### config.mk
export PLATFORM = sky130hd
export DESIGN_NAME = uart_tx_fifo
export DESIGN_NICKNAME = d
export VERILOG_FILES = /design/src/rtl/uart_tx_fifo.sv
export SDC_FILE = /design/constraint.sdc
export NUM_CORES = 1
export LEC_CHECK = 0
export ABC_AREA = 0
export BUFFER_PORTS_ARGS = -buffer_cell sky130_fd_sc_hd__buf_2
export CAP_MARGIN = 20
export CORE_MARGIN = 2
export CORE_UTILIZATION = 30
export CTS_CLUSTER_SIZE = 14
export DETAILED_ROUTE_END_ITERATION = 7
export PLACE_DENSITY = 0.46
export RECOVER_POWER = 25
export SLEW_MARGIN = 0
export SYNTH_ARGS = -nofsm -noshare
export SYNTH_HDL_FRONTEND = slang
export SYNTH_SLANG_ARGS = --single-unit
export TNS_END_PERCENT = 10
### constraint.sdc
create_clock -name clk_i -period 4.42 [get_ports clk_i]
set_input_delay 0 -clock clk_i [delete_from_list [all_inputs] [get_ports clk_i]]
set_output_delay 0 -clock clk_i [all_outputs]
set_load 0.02 [all_outputs]
### src/rtl/uart_tx_fifo.sv
// -----------------------------------------------------------------------------
// uart_tx_fifo
//    Byte queue feeding an 8N1 UART transmitter. Bytes are queued on any rising
//    edge where tx_valid_i and tx_ready_o are both high. The transmitter pops
//    the head of the queue from IDLE, sends start bit, eight data bits LSB
//    first and one stop bit, each CLKS_PER_BIT clocks long, and returns to IDLE
//    for exactly one clock before the next frame.
//
// Parameters
//    CLKS_PER_BIT : clocks per serial bit (2..65535)
//    FIFO_DEPTH   : queue depth (2, 4, 8 or 16)
//
// Ports
//    clk_i          : system clock, all state updates on the rising edge
//    rst_ni         : asynchronous active-low reset
//    tx_data_i      : byte offered for transmission
//    tx_valid_i     : tx_data_i is valid
//    tx_ready_o     : queue accepts a byte on this edge
//    uart_rxd_out_o : registered serial line to the host, idle high
//    tx_busy_o      : transmitter is not in IDLE
//    fifo_count_o   : bytes queued, not counting the byte being sent
// -----------------------------------------------------------------------------
module uart_tx_fifo #(
   parameter int CLKS_PER_BIT = 868,
   parameter int FIFO_DEPTH   = 4
) (
   input  logic                          clk_i,
   input  logic                          rst_ni,
   input  logic [7:0]                    tx_data_i,
   input  logic                          tx_valid_i,
   output logic                          tx_ready_o,
   output logic                          uart_rxd_out_o,
   output logic                          tx_busy_o,
   output logic [$clog2(FIFO_DEPTH):0]   fifo_count_o
);

   localparam int             AW         = $clog2(FIFO_DEPTH);
   localparam int             CW         = AW + 1;
   localparam logic [CW-1:0]  DEPTH_C    = CW'(FIFO_DEPTH);
   localparam logic [15:0]    BIT_LAST_C = 16'(CLKS_PER_BIT - 1);

   typedef enum logic [1:0] {
      IDLE  = 2'd0,
      START = 2'd1,
      DATA  = 2'd2,
      STOP  = 2'd3
   } state_e;

   // transmitter state
   state_e        state_q, state_d;
   logic [15:0]   cnt_q,   cnt_d;
   logic [2:0]    idx_q,   idx_d;
   logic [7:0]    shreg_q, shreg_d;
   logic          line_q,  line_d;

   // byte queue
   logic [7:0]    mem_q [FIFO_DEPTH];
   logic [AW-1:0] wr_ptr_q, wr_ptr_d;
   logic [AW-1:0] rd_ptr_q, rd_ptr_d;
   logic [CW-1:0] count_q,  count_d;

   logic          push;
   logic          pop;

   // The transmitter takes the head of the queue whenever it sits in IDLE
   // with something queued.
   assign pop = (state_q == IDLE) && (count_q != '0);

   // A full queue still accepts a byte on the edge that pops the head, so the
   // freed slot is refilled in the same cycle and the count stays at depth.
   assign tx_ready_o = (count_q < DEPTH_C) || pop;
   assign push       = tx_valid_i && tx_ready_o;

   assign uart_rxd_out_o = line_q;
   assign tx_busy_o      = (state_q != IDLE);
   assign fifo_count_o   = count_q;

   // ---------------------------------------------------------------------------
   // Queue storage: no reset, contents are only meaningful below count_q.
   // ---------------------------------------------------------------------------
   always_ff @(posedge clk_i) begin
      if (push) begin
         mem_q[wr_ptr_q] <= tx_data_i;
      end
   end

   // ---------------------------------------------------------------------------
   // Queue pointers and occupancy. Pointers wrap naturally at the power-of-two
   // depth; simultaneous push and pop leave the count unchanged.
   // ---------------------------------------------------------------------------
   always_comb begin
      wr_ptr_d = wr_ptr_q;
      rd_ptr_d = rd_ptr_q;
      count_d  = count_q;
      if (push) begin
         wr_ptr_d = wr_ptr_q + 1'b1;
      end
      if (pop) begin
         rd_ptr_d = rd_ptr_q + 1'b1;
      end
      case ({push, pop})
         2'b10:   count_d = count_q + 1'b1;
         2'b01:   count_d = count_q - 1'b1;
         default: count_d = count_q;
      endcase
   end

   // ---------------------------------------------------------------------------
   // Transmitter next state. line_d is the value the line takes after the
   // edge, so the serial output is a plain flop with no path from any input.
   // ---------------------------------------------------------------------------
   always_comb begin
      state_d = state_q;
      cnt_d   = cnt_q;
      idx_d   = idx_q;
      shreg_d = shreg_q;
      line_d  = line_q;

      case (state_q)
         IDLE: begin
            line_d = 1'b1;
            cnt_d  = '0;
            idx_d  = '0;
            if (pop) begin
               // Copy the head so later writes cannot disturb this frame.
               shreg_d = mem_q[rd_ptr_q];
               line_d  = 1'b0;
               state_d = START;
            end
         end

         START: begin
            if (cnt_q == BIT_LAST_C) begin
               cnt_d   = '0;
               idx_d   = '0;
               line_d  = shreg_q[0];
               state_d = DATA;
            end else begin
               cnt_d = cnt_q + 1'b1;
            end
         end

         DATA: begin
            if (cnt_q == BIT_LAST_C) begin
               cnt_d = '0;
               if (idx_q == 3'd7) begin
                  line_d  = 1'b1;
                  state_d = STOP;
               end else begin
                  idx_d  = idx_q + 1'b1;
                  line_d = shreg_q[idx_q + 3'd1];
               end
            end else begin
               cnt_d = cnt_q + 1'b1;
            end
         end

         STOP: begin
            if (cnt_q == BIT_LAST_C) begin
               cnt_d   = '0;
               line_d  = 1'b1;
               state_d = IDLE;
            end else begin
               cnt_d = cnt_q + 1'b1;
            end
         end

         default: begin
            line_d  = 1'b1;
            cnt_d   = '0;
            idx_d   = '0;
            state_d = IDLE;
         end
      endcase
   end

   // ---------------------------------------------------------------------------
   // State registers. Reset aborts any frame and empties the queue at once.
   // ---------------------------------------------------------------------------
   always_ff @(posedge clk_i or negedge rst_ni) begin
      if (!rst_ni) begin
         state_q  <= IDLE;
         cnt_q    <= '0;
         idx_q    <= '0;
         shreg_q  <= '0;
         line_q   <= 1'b1;
         wr_ptr_q <= '0;
         rd_ptr_q <= '0;
         count_q  <= '0;
      end else begin
         state_q  <= state_d;
         cnt_q    <= cnt_d;
         idx_q    <= idx_d;
         shreg_q  <= shreg_d;
         line_q   <= line_d;
         wr_ptr_q <= wr_ptr_d;
         rd_ptr_q <= rd_ptr_d;
         count_q  <= count_d;
      end
   end

endmodule
== Yosys cells after proc, flatten, opt, wreduce, memory -nomap -nowiden ==
Memories as Yosys holds them, arrays and structs flattened. A register that Yosys moved wholly into a read port is not among the register bits.
Index checks and enable logic that the tools add are counted.

* Multiplexer cells: 23
* Reduce and logical (&&, ||, !) cells: 14
* $add $sub $neg: 6
* Magnitude comparators: 2
* Equal/unequal tests: 13

{| class="wikitable"
|+ Operator list
! cell !! count
|-
| case mux 16 bit (2 select lines) || 1
|-
| adder 16 x 1 -> 16 bit, second input constant || 1
|-
| == test 16 x 10 -> 1 bit, second input constant || 1
|-
| 2-to-1 mux 16 bit || 1
|-
| inequality test 2 bit, second input constant || 6
|-
| 2-to-1 mux 2 bit || 5
|-
| 2-to-1 mux 3 bit || 3
|-
| case mux 3 bit (3 select lines) || 1
|-
| 2-to-1 mux 1 bit || 8
|-
| case mux 2 bit (4 select lines) || 1
|-
| adder 3 x 1 -> 3 bit, second input constant || 2
|-
| == test 2 bit, second input constant || 3
|-
| case mux 3 bit (2 select lines) || 1
|-
| nonzero test 3 bit || 2
|-
| AND reduction 5 bit || 1
|-
| adder 2 x 1 -> 2 bit, second input constant || 2
|-
| == test 2 x 1 -> 1 bit, second input constant || 2
|-
| less-than comparator 3 x 4 -> 1 bit, second input constant || 1
|-
| case mux 1 bit (4 select lines) || 1
|-
| AND reduction 4 bit || 1
|-
| nonzero test 2 bit || 2
|-
| binary-select mux 1 bit (select 3 bit) || 1
|-
| == test 3 bit, second input constant || 1
|-
| less-than comparator 3 bit, second input constant || 1
|-
| other kinds (8) || 9
|}

* Memory bits (writable): 32
* Register bits: 29
* Memories kept: 1
* Output and inout port bits: 6
* Input port bits: 11

{| class="wikitable"
|+ Memories
! memory !! words !! width !! read ports !! clocked after Yosys merged registers in !! write ports !! RTL line !! source
|-
| mem_q || 4 || 8 || 1 || 1 || 1 || 57 || <nowiki>logic [7:0] mem_q [FIFO_DEPTH];</nowiki>
|}

== Logic depth before layout (Yosys ltp) ==
Gate-level depths: netlist of the first run.

* Word-level depth: 6
* Gate-level depth with buffers: 11
* Gate-level depth less buffers: 11

== Least setup slack after synthesis of the first run ==
No wires, ideal clock.

* Kind: register -> register
* Start point: reg state_q[0]
* End point: reg count_q[2] (netlist: fifo_count_o[2])
* Arrival: 2,237 ps
* Required time: 4,340 ps
* Period minus slack after synthesis: 2,317 ps
* Stages on the path, launching flop included: 12
* Path slack: 2,103 ps
* Path through: dfrtp_1 inv_1 ha_1 nand2b_1 and2_1 inv_1 ha_1 inv_1 fa_1 xor2_1 nor2_1 xor2_1

* Cells in the longest elaborated chain, start to end: 6
* Elaborated cells on any way between the ends: 8

{| class="wikitable"
|+ Ends and longest elaborated chain
! what !! RTL line !! source
|-
| from (decl) || 50 || <nowiki>state_e state_q, state_d;</nowiki>
|-
| from (signal assigned) || 191 || <nowiki>state_q <= state_d;</nowiki>
|-
| zero test 2 bit * || 67 || <nowiki>assign pop = (state_q == IDLE) && (count_q != '0);</nowiki>
|-
| logical AND 1 bit * || 67 ||
|-
| logical OR 1 bit * || 71 || <nowiki>assign tx_ready_o = (count_q < DEPTH_C) || pop;</nowiki>
|-
| named net tx_ready_o || 31 || <nowiki>output logic tx_ready_o,</nowiki>
|-
| logical AND 1 bit * || 72 || <nowiki>assign push = tx_valid_i && tx_ready_o;</nowiki>
|-
| == test 2 x 1 -> 1 bit or == test 2 bit (tied branches) || 101 || <nowiki>case ({push, pop})</nowiki>
|-
| case mux 3 bit (2 select lines) or nonzero test 2 bit (tied branches) || - ||
|-
| to (signal assigned) || 198 || <nowiki>count_q <= count_d;</nowiki>
|-
| to (decl) || 60 || <nowiki>logic [CW-1:0] count_q, count_d;</nowiki>
|}

Mark *: on every way through the listed nets, which the timed path passes. The rest lies on a longest branch.
A chain may end at the register's enable or synchronous reset.

== Worst setup path after layout of the first run ==
* Start point: reg state_q[0]
* End point: reg count_q[2] (netlist: fifo_count_o[2])

* Cells in the longest elaborated chain, start to end: 6
* Elaborated cells on any way between the ends: 8

{| class="wikitable"
|+ Ends and longest elaborated chain
! what !! RTL line !! source
|-
| zero test 2 bit * || 67 ||
|-
| logical AND 1 bit * || 67 ||
|-
| named net pop || 63 || <nowiki>logic pop;</nowiki>
|-
| logical OR 1 bit || 71 ||
|-
| logical AND 1 bit || 72 ||
|-
| == test 2 x 1 -> 1 bit or == test 2 bit (tied branches) || 101 ||
|-
| case mux 3 bit (2 select lines) or nonzero test 2 bit (tied branches) || - ||
|}

Marks and branches as above.

==> impl_results.md, run 1 <==
* Initial antenna violation count at 0
* Setup crit start kind: register
* Synthesized flop and latch total at 69
* Min Tclk post-route at 2.65 ns
* Syn_nets at 269
* Storage cell area at 1890 um2
* Post-Layout Cell Count at 415
* Reg2Reg Setup Slack at 1.77 ns
* Max transition margin at -0.344
* EDFF count, synth at 32
* CTS Buf Count at 9
* DRC at 0
* Highest clock rate at 378 MHz
* Area grow syn2layout at 14.6%
* Yosys warning count at 0
* Total GRT Usage at 0.116
* Commonest non-fill, non-tap cell in the layout: dfrtp_1
* R2R Path End: fifo_count_o[2]
* PortBufs at 16
* Element type at the critical path end: register
* Critical Path AT at 2.91 ns
* Worst path cell trace: inv_1 -> ha_1 -> nand2b_1 -> clkinv_1 -> ha_1 -> inv_1 -> fa_1 -> xor2_1 -> nor2_1 -> xor2_1
* Final hold violation count at 0
* Mapped Area at 3230 um2
* Final worst-path cycle share at 0.599
* H-tree Lvls at 3
* Largest net degree at the start of global routing at 38
* PwrDens at 594 nW/um2
* CP max stage delay at 0.41 ns
* Share of cells above drive strength 1 at 0.208
* Hold wc startpoint: tx_valid_i
* RSZ-0062 raised after global routing: false
* Vias in the first global route at 1967
* Worst Path Max Fanout at 11
* Clock tree buffer depth at 2
* I/O pins at 17
* CORE AREA at 10400 um2
* Die width at 108 um
* Worst r2r src: state_q[0]
* DRT iter0 DRCs at 91
* Antenna viol nets, final at 0
* GR Overflow Total at 0
* Global-route wire length before repair at 9980 um
* Root Driver: clkbuf_8
* Drt pass-1 iters at 4
* Routed WL at 5790 um
* DR WL/cell at 13.9 um
* Post-synthesis area per instance at 13.2 um2
* Clock Skew at 0.00641 ns
* WP data required at 4.69 ns
* Hold slack at ~0.077 ns
* Die H at 108 um
* Antenna diodes at 0
* Cell variety after synth at 50
* Starting density of the core at 0.311
* Number of cells after detailed placement at just under 400
* Final TNS setup at 0 ns
* Hold crit path type: in2reg
* Final Wtd Congestion at 0.723
* Post_cts resized at 0
* Synth Instances at 244
* Final net count at 299
* Top FF cell, synth: dfrtp_1
* CTS clock-pin slew for the worst setup and hold paths at ~0.08 ns
* FF-to-FF path depth at 10
* DP Worst Slack at ~1.8 ns
* Async SR Flop Fraction at 0.536
* TritonCTS clock tree: done
* Count of final setup violators at 0
* Seq/Total Area, Yosys at 0.585
* Hold depth at 3
* Vias per cell at 4.60
* Die area at around 12000 um2
* Hold Path End: wr_ptr_q[0]
* Most frequent cells in the layout: 36 x dfrtp_1, 32 x edfxtp_1, 31 x nand2_1, 15 x inv_1
* Area of the multi-input gates at 1230 um2
* Setup WS post-layout at 1.77 ns
* Failing checks: capacitance limit, slew limit
* Hpwl dp at 3930 um
* Slew of the pin with the lowest slew margin at 2.02 ns
* VDD IR max at 0.226 mV
* Max-cap violations at 1
* Fillers at 1031
* Classification of the worst setup path: reg2reg
* Leakage at 1.47 nW
* Row count at 37
* Via count at 1907
* Crit. Startpoint: state_q[0]
* Worst skew pair latency at 0.35 ns
* CTS Sinks at 69
* Status: finished, violations left
* Critical-path top delay cell: dfrtp_1
* Max Slew Vio Count at 38
==> per-layer routing <==
metal,routed length [um],global-route usage
met5,0,0
met4,101,0.0522
met3,255,0.0387
met2,2640,0.171
met1,2790,0.153
==> metrics by stage <==
step,cell area (um2),total power [mW],utilization
finish,3700,2.20,0.357
global route,3700,2.38,0.357
CTS,3710,2.24,0.358
detailed placement,3430,1.73,0.331
global placement,3430,1.73,0.331
floorplan,3230,1.56,-
==> critical path: cells and delay by family, from the launching register on <==
kind	cells	cell delay, ns
adders and majority gates	3	0.90
buffers and inverters	3	0.50
and+or+nand+nor	2	0.44
DFF	1	0.41
xor gates and xnor gates	2	0.31
==> worst max-delay path by stage <==
| stage | to | slack [ns] | cells past startpoint |
|---|---|---|---|
| after floorplan | fifo_count_o[2] | 2.10 | 11 |
| after global placement | fifo_count_o[2] | 1.87 | 10 |
| after detailed placement | fifo_count_o[2] | 1.80 | 10 |
| after CTS | fifo_count_o[2] | 1.75 | 10 |
| after global routing | fifo_count_o[2] | 1.48 | 10 |
| final | fifo_count_o[2] | 1.77 | 10 |
==> cell usage after synthesis, types with 3 or more instances <==
cell	n	area, um2
clkbuf_1	3	11.3
nor4_1	3	18.8
xnor2_1	13	114
edfxtp_1	32	961
nor3_1	5	25.0
inv_1	15	56.3
nand4_1	4	25.0
nand3_1	5	25.0
nor2_2	10	62.6
and3_1	4	25.0
xor2_1	4	35.0
o21ai_0	3	15.0
dfrtp_1	36	901
ha_1	13	163
mux2_2	5	56.3
nor2_1	9	33.8
a21oi_1	3	15.0
nand2_1	31	116
mux4_2	9	203
==> cell type report <==
| class | instances | share of cell area |
|---|---|---|
| sequential | 69 | 0.510 |
| multi-input combinational | 153 | 0.333 |
| tap | 136 | 0.0460 |
| timing repair buffer | 25 | 0.0429 |
| clock buffer | 9 | 0.0335 |
| clock inverter | 7 | 0.0176 |
| inverter | 16 | 0.0162 |
==> flip-flops by register name (all words and copies together) (netlist names) <==
register and flops:
state_q 2, rd_ptr_q 2, idx_q 3, shreg_q 8
uart_rxd_out_o 1, fifo_count_o 3, mem_q 32, wr_ptr_q 2
cnt_q 16
==> report_power, final <==
group	internal, mW	switching [mW]
logic	0.329	0.417
clock network	0.217	0.274
registers	0.837	0.123
total	1.38	0.815
==> cells by family after synthesis <==
logic type / count (synthesis) / synth area share
muxes: 15 / 0.0848
DFF: 69 / 0.585
and+or+nand+nor: 89 / 0.155
adders and majority gates: 14 / 0.0566
xor gates and xnor gates: 17 / 0.0461
buffers and inverters: 22 / 0.0333
AOI/OAI and AO/OA: 18 / 0.0399
==> timing repair <==
item | CTS | global route
endpoints found under the hold margin | 68 | 0
setup buffers | 0 | 0
hold buffers | 9 | 0
No activity file was read; power rests on OpenSTA's default activity.
==> run 2, diff against run 1 <==
--- a/config.mk
+++ b/config.mk
@@ -12,7 +12,7 @@
 export CORE_UTILIZATION = 30
 export CTS_CLUSTER_SIZE = 14
 export DETAILED_ROUTE_END_ITERATION = 7
-export PLACE_DENSITY = 0.46
+export PLACE_DENSITY = 0.48
 export RECOVER_POWER = 25
 export SLEW_MARGIN = 0
 export SYNTH_ARGS = -nofsm -noshare
==> constraint.sdc (replaced) <==
create_clock -name clk_i -period 2.3 [get_ports clk_i]
set_input_delay 0 -clock clk_i [delete_from_list [all_inputs] [get_ports clk_i]]
set_output_delay 0 -clock clk_i [all_outputs]
set_load 0.02 [all_outputs]
==> impl_results.md, run 2 (synthesis gave the netlist of run 1 again) <==
* Final worst-path cycle share at 0.930 (was 0.599)
* Seq pwr share at 0.423 (was 0.437)
* Clock Skew at 0.0140 ns (was 0.00641 ns)
* Hold crit path type: in2reg (unchanged)
* Row count at 37 (unchanged)
* DRT iter0 DRCs at 36 (was 91)
* TritonCTS clock tree: done (unchanged)
* Sw Pwr at 1.61 mW (was 0.815 mW)
* CP max stage delay at 0.38 ns (was 0.41 ns)
* Clock share of power at 0.227 (was 0.224)
* Count of final setup violators at 0 (unchanged)
* Internal Power at 2.76 mW (was 1.38 mW)
* CTS Sinks at 69 (unchanged)
* Initial antenna violation count at 0 (unchanged)
* Worst skew pair latency at 0.36 ns (was 0.35 ns)
* Final net count at 307 (was 299)
* CTS clock-pin slew for the worst setup and hold paths at 0.09 ns (was 0.08 ns)
* Worst path cell trace: inv_1 -> ha_2 -> nand2b_4 -> and2_4 -> inv_1 -> ha_1 -> inv_1 -> fa_1 -> xor2_1 -> nor2_1 -> xor2_1 (was inv_1 -> ha_1 -> nand2b_1 -> clkinv_1 -> ha_1 -> inv_1 -> fa_1 -> xor2_1 -> nor2_1 -> xor2_1)
* DR WL/cell at 13.7 um (was 13.9 um)
* Final total power at 4.37 mW (was 2.20 mW)
* Area grow syn2layout at 17.1% (was 14.6%)
* Leakage at 1.52 nW (was 1.47 nW)
* Combinational share of power at 0.350 (was 0.339)
* Setup crit start kind: register (unchanged)
* Die width at 108 um (unchanged)
* Vias per cell at 4.52 (was 4.60)
* Classification of the worst setup path: reg2reg (unchanged)
* Min Tclk post-route at 2.14 ns (was 2.65 ns)
* Max-cap violations at 0 (was 1)
* Max transition margin at 0.357 (was -0.344)
* PwrDens at 1160 nW/um2 (was 594 nW/um2)
* Bufs and invs on worst path at 3 (unchanged)
* PortBufs at 16 (unchanged)
* RSZ-0062 raised after global routing: false (unchanged)
* CORE AREA at 10400 um2 (unchanged)
* Root Driver: clkbuf_8 (unchanged)
* VDD IR max at 0.449 mV (was 0.226 mV)
* Element type at the critical path end: register (unchanged)
* Most frequent cells in the layout: 36 x dfrtp_1, 32 x edfxtp_1, 31 x nand2_1, 15 x inv_1, 13 x xnor2_1 (was 36 x dfrtp_1, 32 x edfxtp_1, 31 x nand2_1, 15 x inv_1)
* Final Wtd Congestion at 0.740 (was 0.723)
* Antenna viol nets, final at 0 (unchanged)
* Via count at 1910 (was 1907)
* Dpl cell area at 3490 um2 (was 3430 um2)
* Routed WL at 5820 um (was 5790 um)
* Final hold violation count at 0 (unchanged)
* Final instance area at 3780 um2 (was 3700 um2)
* Max reg flops at 32 (unchanged)
* Top Family by Delay on Critical Path: adder cells (unchanged)
* Highest clock rate at 468 MHz (was 378 MHz)
* Total GRT Usage at 0.117 (was 0.116)
* Clock tree buffer depth at 2 (unchanged)
* Die area at 11600 um2 (unchanged)
* Sw frac at 0.369 (was 0.371)
* Critical Path AT at 2.42 ns (was 2.91 ns)
* Worst path most repeated cell: inv_1
* GR Overflow Total at 0 (unchanged)
* Drt pass-1 iters at 4 (unchanged)
* Worst Path Max Fanout at 6 (was 11)
* DRC at 0 (unchanged)
* WP data required at 2.58 ns (was 4.69 ns)
* Hpwl dp at 4010 um (was 3930 um)
* Status: finished clean (was finished, violations left)
* H-tree Lvls at 3 (unchanged)
* Die H at 108 um (unchanged)
* Starting density of the core at 0.311 (unchanged)
* Share of cells above drive strength 1 at 0.240 (was 0.208)
* CTS Buf Count at 9 (unchanged)
* Utilization after layout at 0.365 (was 0.357)
* Critical-path top delay cell: dfrtp_1 (unchanged)
* Final TNS setup at 0 ns (unchanged)
* Commonest non-fill, non-tap cell in the layout: dfrtp_1 (unchanged)
* Slew of the pin with the lowest slew margin at 0.965 ns (was 2.02 ns)
* Max Slew Vio Count at 0 (was 38)
* Largest regs: mem_q (32), cnt_q (16), shreg_q (8) (unchanged)
* Antenna diodes at 0 (unchanged)
* Global-route wire length before repair at 10300 um (was 9980 um)
* Vias in the first global route at 2025 (was 1967)
* Largest net degree at the start of global routing at 38 (unchanged)
* I/O pins at 17 (unchanged)
* Largest Register: mem_q (unchanged)
run 2: cell type report:
class / instances / area, um2
multi-input combinational: 153 / 1250
inverter: 16 / 60.1
sequential: 69 / 1890
clock inverter: 7 / 73.8
timing repair buffer: 33 / 219
fill: 1071 / 6590
clock buffer: 9 / 124
tap: 136 / 170
run 2: path summary, 6_finish.rpt:
path / from / to / slack (ns) / depth (start not counted)
max in group asynchronous: rst_ni / cnt_q[1] / 1.37 / 2
hold / removal: tx_valid_i / wr_ptr_q[0] / 0.03 / 3
setup / recovery: state_q[0] / fifo_count_o[2] / 0.16 / 11
min in group asynchronous: rst_ni / idx_q[0] / 0.32 / 2
setup reg to reg: state_q[0] / fifo_count_o[2] / 0.16 / 11
hold reg to reg: shreg_q[2] / shreg_q[2] / 0.48 / 2
run 2: through the flow:
step,hold slack (ns),instances,setup WS (ns)
after floorplan,-0.296,244,0.0396
after global placement,0.180,397,0.101
after detailed placement,0.171,397,0.0607
after CTS,0.0692,422,0.0245
after global routing,0.0600,423,0.00169
final,0.0294,423,0.162
run 2: what timing repair did:
| action | 4_1_cts | 5_1_grt |
|---|---|---|
| endpoints found under the hold margin | 68 | 0 |
| setup endpoints to repair | 0 | 3 |
| gates resized for setup | 0 | 3 |
| hold buffers | 9 | 0 |
| buffers inserted | 0 | 1 |
run 2: power groups by stage:
stage               Sequential, mW  Combinational, mW  Clock [mW]
finish                        1.85               1.53       0.993
global route                  1.90               1.75        1.09
CTS                           1.86               1.54        1.03
detailed placement            1.89               1.52           0
global placement              1.88               1.53           0
floorplan                     1.80               1.20           0
run 2: routing by layer:
layer | up-vias | track usage | part of all wire
met5 | - | 0 | 0
met4 | 0 | 0.0495 | 0.019
met3 | 11 | 0.0363 | 0.037
met2 | 23 | 0.172 | 0.45
met1 | 931 | 0.161 | 0.50
li1 | 945 | - | -
run 2: worst register-to-register path: cells and delay by family, from the launching register on:
kind / cells / cell delay [ns]
XOR/XNOR: 2 / 0.30
adder cells (fa/ha/maj): 3 / 0.74
buffers and inverters: 3 / 0.21
flip-flops: 1 / 0.38
AND/OR/NAND/NOR: 3 / 0.44
==> run 3, diff against run 2 <==
==> constraint.sdc (replaced) <==
create_clock -name clk_i -period 2.3 [get_ports clk_i]
set_input_delay 0.23 -clock clk_i [delete_from_list [all_inputs] [get_ports clk_i]]
set_output_delay 0.23 -clock clk_i [all_outputs]
set_load 0.02 [all_outputs]
==> impl_results.md, run 3 (synthesis gave the netlist of run 1 again) <==
* Vias per cell at 4.56 (was 4.52)
* Commonest non-fill, non-tap cell in the layout: dfrtp_1 (unchanged)
* DR WL/cell at 14.0 um (was 13.7 um)
* Hold depth at 1 (was 3)
* PortBufs at 16 (unchanged)
* Largest Register: mem_q (unchanged)
* I/O pins at 17 (unchanged)
* Drt pass-1 iters at 5 (was 4)
* Total GRT Usage at 0.117 (about the same)
* Via count at 1887 (was 1910)
* Die width at 108 um (unchanged)
* Min Tclk post-route at 2.14 ns (about the same)
* Max transition margin at -0.388 (was 0.357)
* Routed WL at 5780 um (was 5820 um)
* Reg2Reg Setup Slack at 0.16 ns (about the same)
* Max-cap violations at 1 (was 0)
* # hold bufs at CTS at 0 (was 9)
* Final net count at 298 (was 307)
* Area grow syn2layout at 14.3% (was 17.1%)
* Fillers at 1078 (was 1071)
* Status: finished, violations left (was finished clean)
* Final worst-path cycle share at 0.929 (was 0.930)
* Max Slew Vio Count at 38 (was 0)
* DRT iter0 DRCs at 40 (was 36)
* Most frequent cells in the layout: 36 x dfrtp_1, 32 x edfxtp_1, 31 x nand2_1, 15 x inv_1, 13 x xnor2_1 (unchanged)
* Root Driver: clkbuf_8 (unchanged)
* Vias in the first global route at 1992 (was 2025)
* Setup WS post-layout at 0.164 ns (was 0.162 ns)
* Hold Path End: mem_q[2][7] (was wr_ptr_q[0])
* Final Wtd Congestion at 0.740 (unchanged)
* Share of cells above drive strength 1 at 0.248 (was 0.240)
* GR Overflow Total at 0 (unchanged)
* Setup crit start kind: register (unchanged)
* Antenna diodes at 0 (unchanged)
* CORE AREA at 10400 um2 (unchanged)
* Critical Path AT at 2.42 ns (about the same)
* Classification of the worst setup path: reg2reg (unchanged)
* Worst r2r src: state_q[0] (unchanged)
* Largest net degree at the start of global routing at 38 (unchanged)
* CTS clock-pin slew for the worst setup and hold paths at 0.09 ns (about the same)
* Largest regs: mem_q (32), cnt_q (16), shreg_q (8) (unchanged)
* Antenna viol nets, final at 0 (unchanged)
* Max reg flops at 32 (unchanged)
* DRC at 0 (unchanged)
* Die area at 11600 um2 (unchanged)
* Failing checks: capacitance limit, slew limit
* Hpwl dp at 4010 um (unchanged)
* RSZ-0062 raised after global routing: false (unchanged)
* VDD IR max at 0.449 mV (about the same)
* Highest clock rate at 468 MHz (about the same)
* Clock tree buffer depth at 2 (unchanged)
* Count of final setup violators at 0 (unchanged)
* Worst Path Max Fanout at 6 (unchanged)
* Row count at 37 (unchanged)
* Global-route wire length before repair at 10300 um (about the same)
* WP data required at 2.58 ns (about the same)
* Final hold violation count at 0 (unchanged)
* H-tree Lvls at 3 (unchanged)
* Final TNS setup at 0 ns (unchanged)
* DP Worst Slack at 0.0607 ns (unchanged)
* Hold wc startpoint: tx_data_i[7] (was tx_valid_i)
* Initial antenna violation count at 0 (unchanged)
* Clock Skew at 0.0148 ns (was 0.0140 ns)
* Leakage at 1.49 nW (was 1.52 nW)
* FF-to-FF path depth at 11 (unchanged)
* Starting density of the core at 0.311 (unchanged)
* R2R Path End: fifo_count_o[2] (unchanged)
* Worst skew pair latency at 0.36 ns (about the same)
* Die H at 108 um (unchanged)
* CTS Buf Count at 9 (unchanged)
* Slew of the pin with the lowest slew margin at 2.08 ns (was 0.965 ns)
* PwrDens at 1180 nW/um2 (was 1160 nW/um2)
* Hold crit path type: in2reg (unchanged)
* TritonCTS clock tree: done (unchanged)
* Element type at the critical path end: register (unchanged)
* CTS Sinks at 69 (unchanged)
[run 3: cell count changes in the layout (fill, tap and decap cells not counted)]
cell | previous run | this run
dlygate4sd3_1 | 9 | 0
buf_2 | 6 | 7
clkbuf_2 | 1 | 0
[run 3: report_power, final]
| part | internal (mW) | switching, mW |
|---|---|---|
| registers | 1.61 | 0.242 |
| clock network | 0.431 | 0.564 |
| logic | 0.714 | 0.808 |
[run 3: worst max path at each step]
stage                                 end  slack (ns)  depth (start not counted)       start
final                     fifo_count_o[2]        0.16                         11  state_q[0]
after global routing      fifo_count_o[2]       0.002                         11  state_q[0]
after CTS                 fifo_count_o[2]        0.02                         11  state_q[0]
after detailed placement  fifo_count_o[2]        0.06                         11  state_q[0]
after global placement    fifo_count_o[2]        0.10                         11  state_q[0]
after floorplan           fifo_count_o[2]        0.04                         11  state_q[0]
[run 3: per-stage QoR]
| step | instances | cell area, um2 | total power [mW] | hold slack [ns] | utilization |
|---|---|---|---|---|---|
| after global routing | 414 | 3690 | 4.74 | 0.131 | 0.356 |
| final | 414 | 3690 | 4.37 | 0.123 | 0.356 |
| after global placement | 397 | 3490 | 3.41 | 0.410 | 0.336 |
| after floorplan | 244 | 3230 | 3.00 | -0.0656 | - |
| after detailed placement | 397 | 3490 | 3.41 | 0.401 | 0.336 |
| after CTS | 413 | 3680 | 4.42 | 0.0107 | 0.355 |
[run 3: critical path, stage by stage, from the launching register on]
cell      delay [ns]
dfrtp_1         0.38
inv_1           0.09
ha_2            0.20
nand2b_4        0.15
and2_4          0.18
inv_1           0.05
ha_1            0.17
inv_1           0.06
fa_1            0.37
xor2_1          0.15
nor2_1          0.11
xor2_1          0.15
[run 3: metal layers]
layer  up-vias  track usage  wire length [um]
li1        926            -                 -
met1       924        0.161              2880
met2        25        0.169              2550
met3        12       0.0363               230
met4         0       0.0495               112
met5         -            0                 0
[run 3: what timing repair did]
item	4_1_cts	5_1_grt
setup buffers	0	1
setup endpoints to repair	0	3
gates resized for setup	0	3
[run 3: cell type report]
type / count / area [um2] / area share
Tap cell: 136 / 170 / 0.0461
Sequential cell: 69 / 1890 / 0.512
Timing Repair Buffer: 24 / 129 / 0.0349
Multi-Input combinational cell: 153 / 1250 / 0.338
Inverter: 16 / 60.1 / 0.0163
Clock buffer: 9 / 124 / 0.0336
Clock inverter: 7 / 73.8 / 0.0200
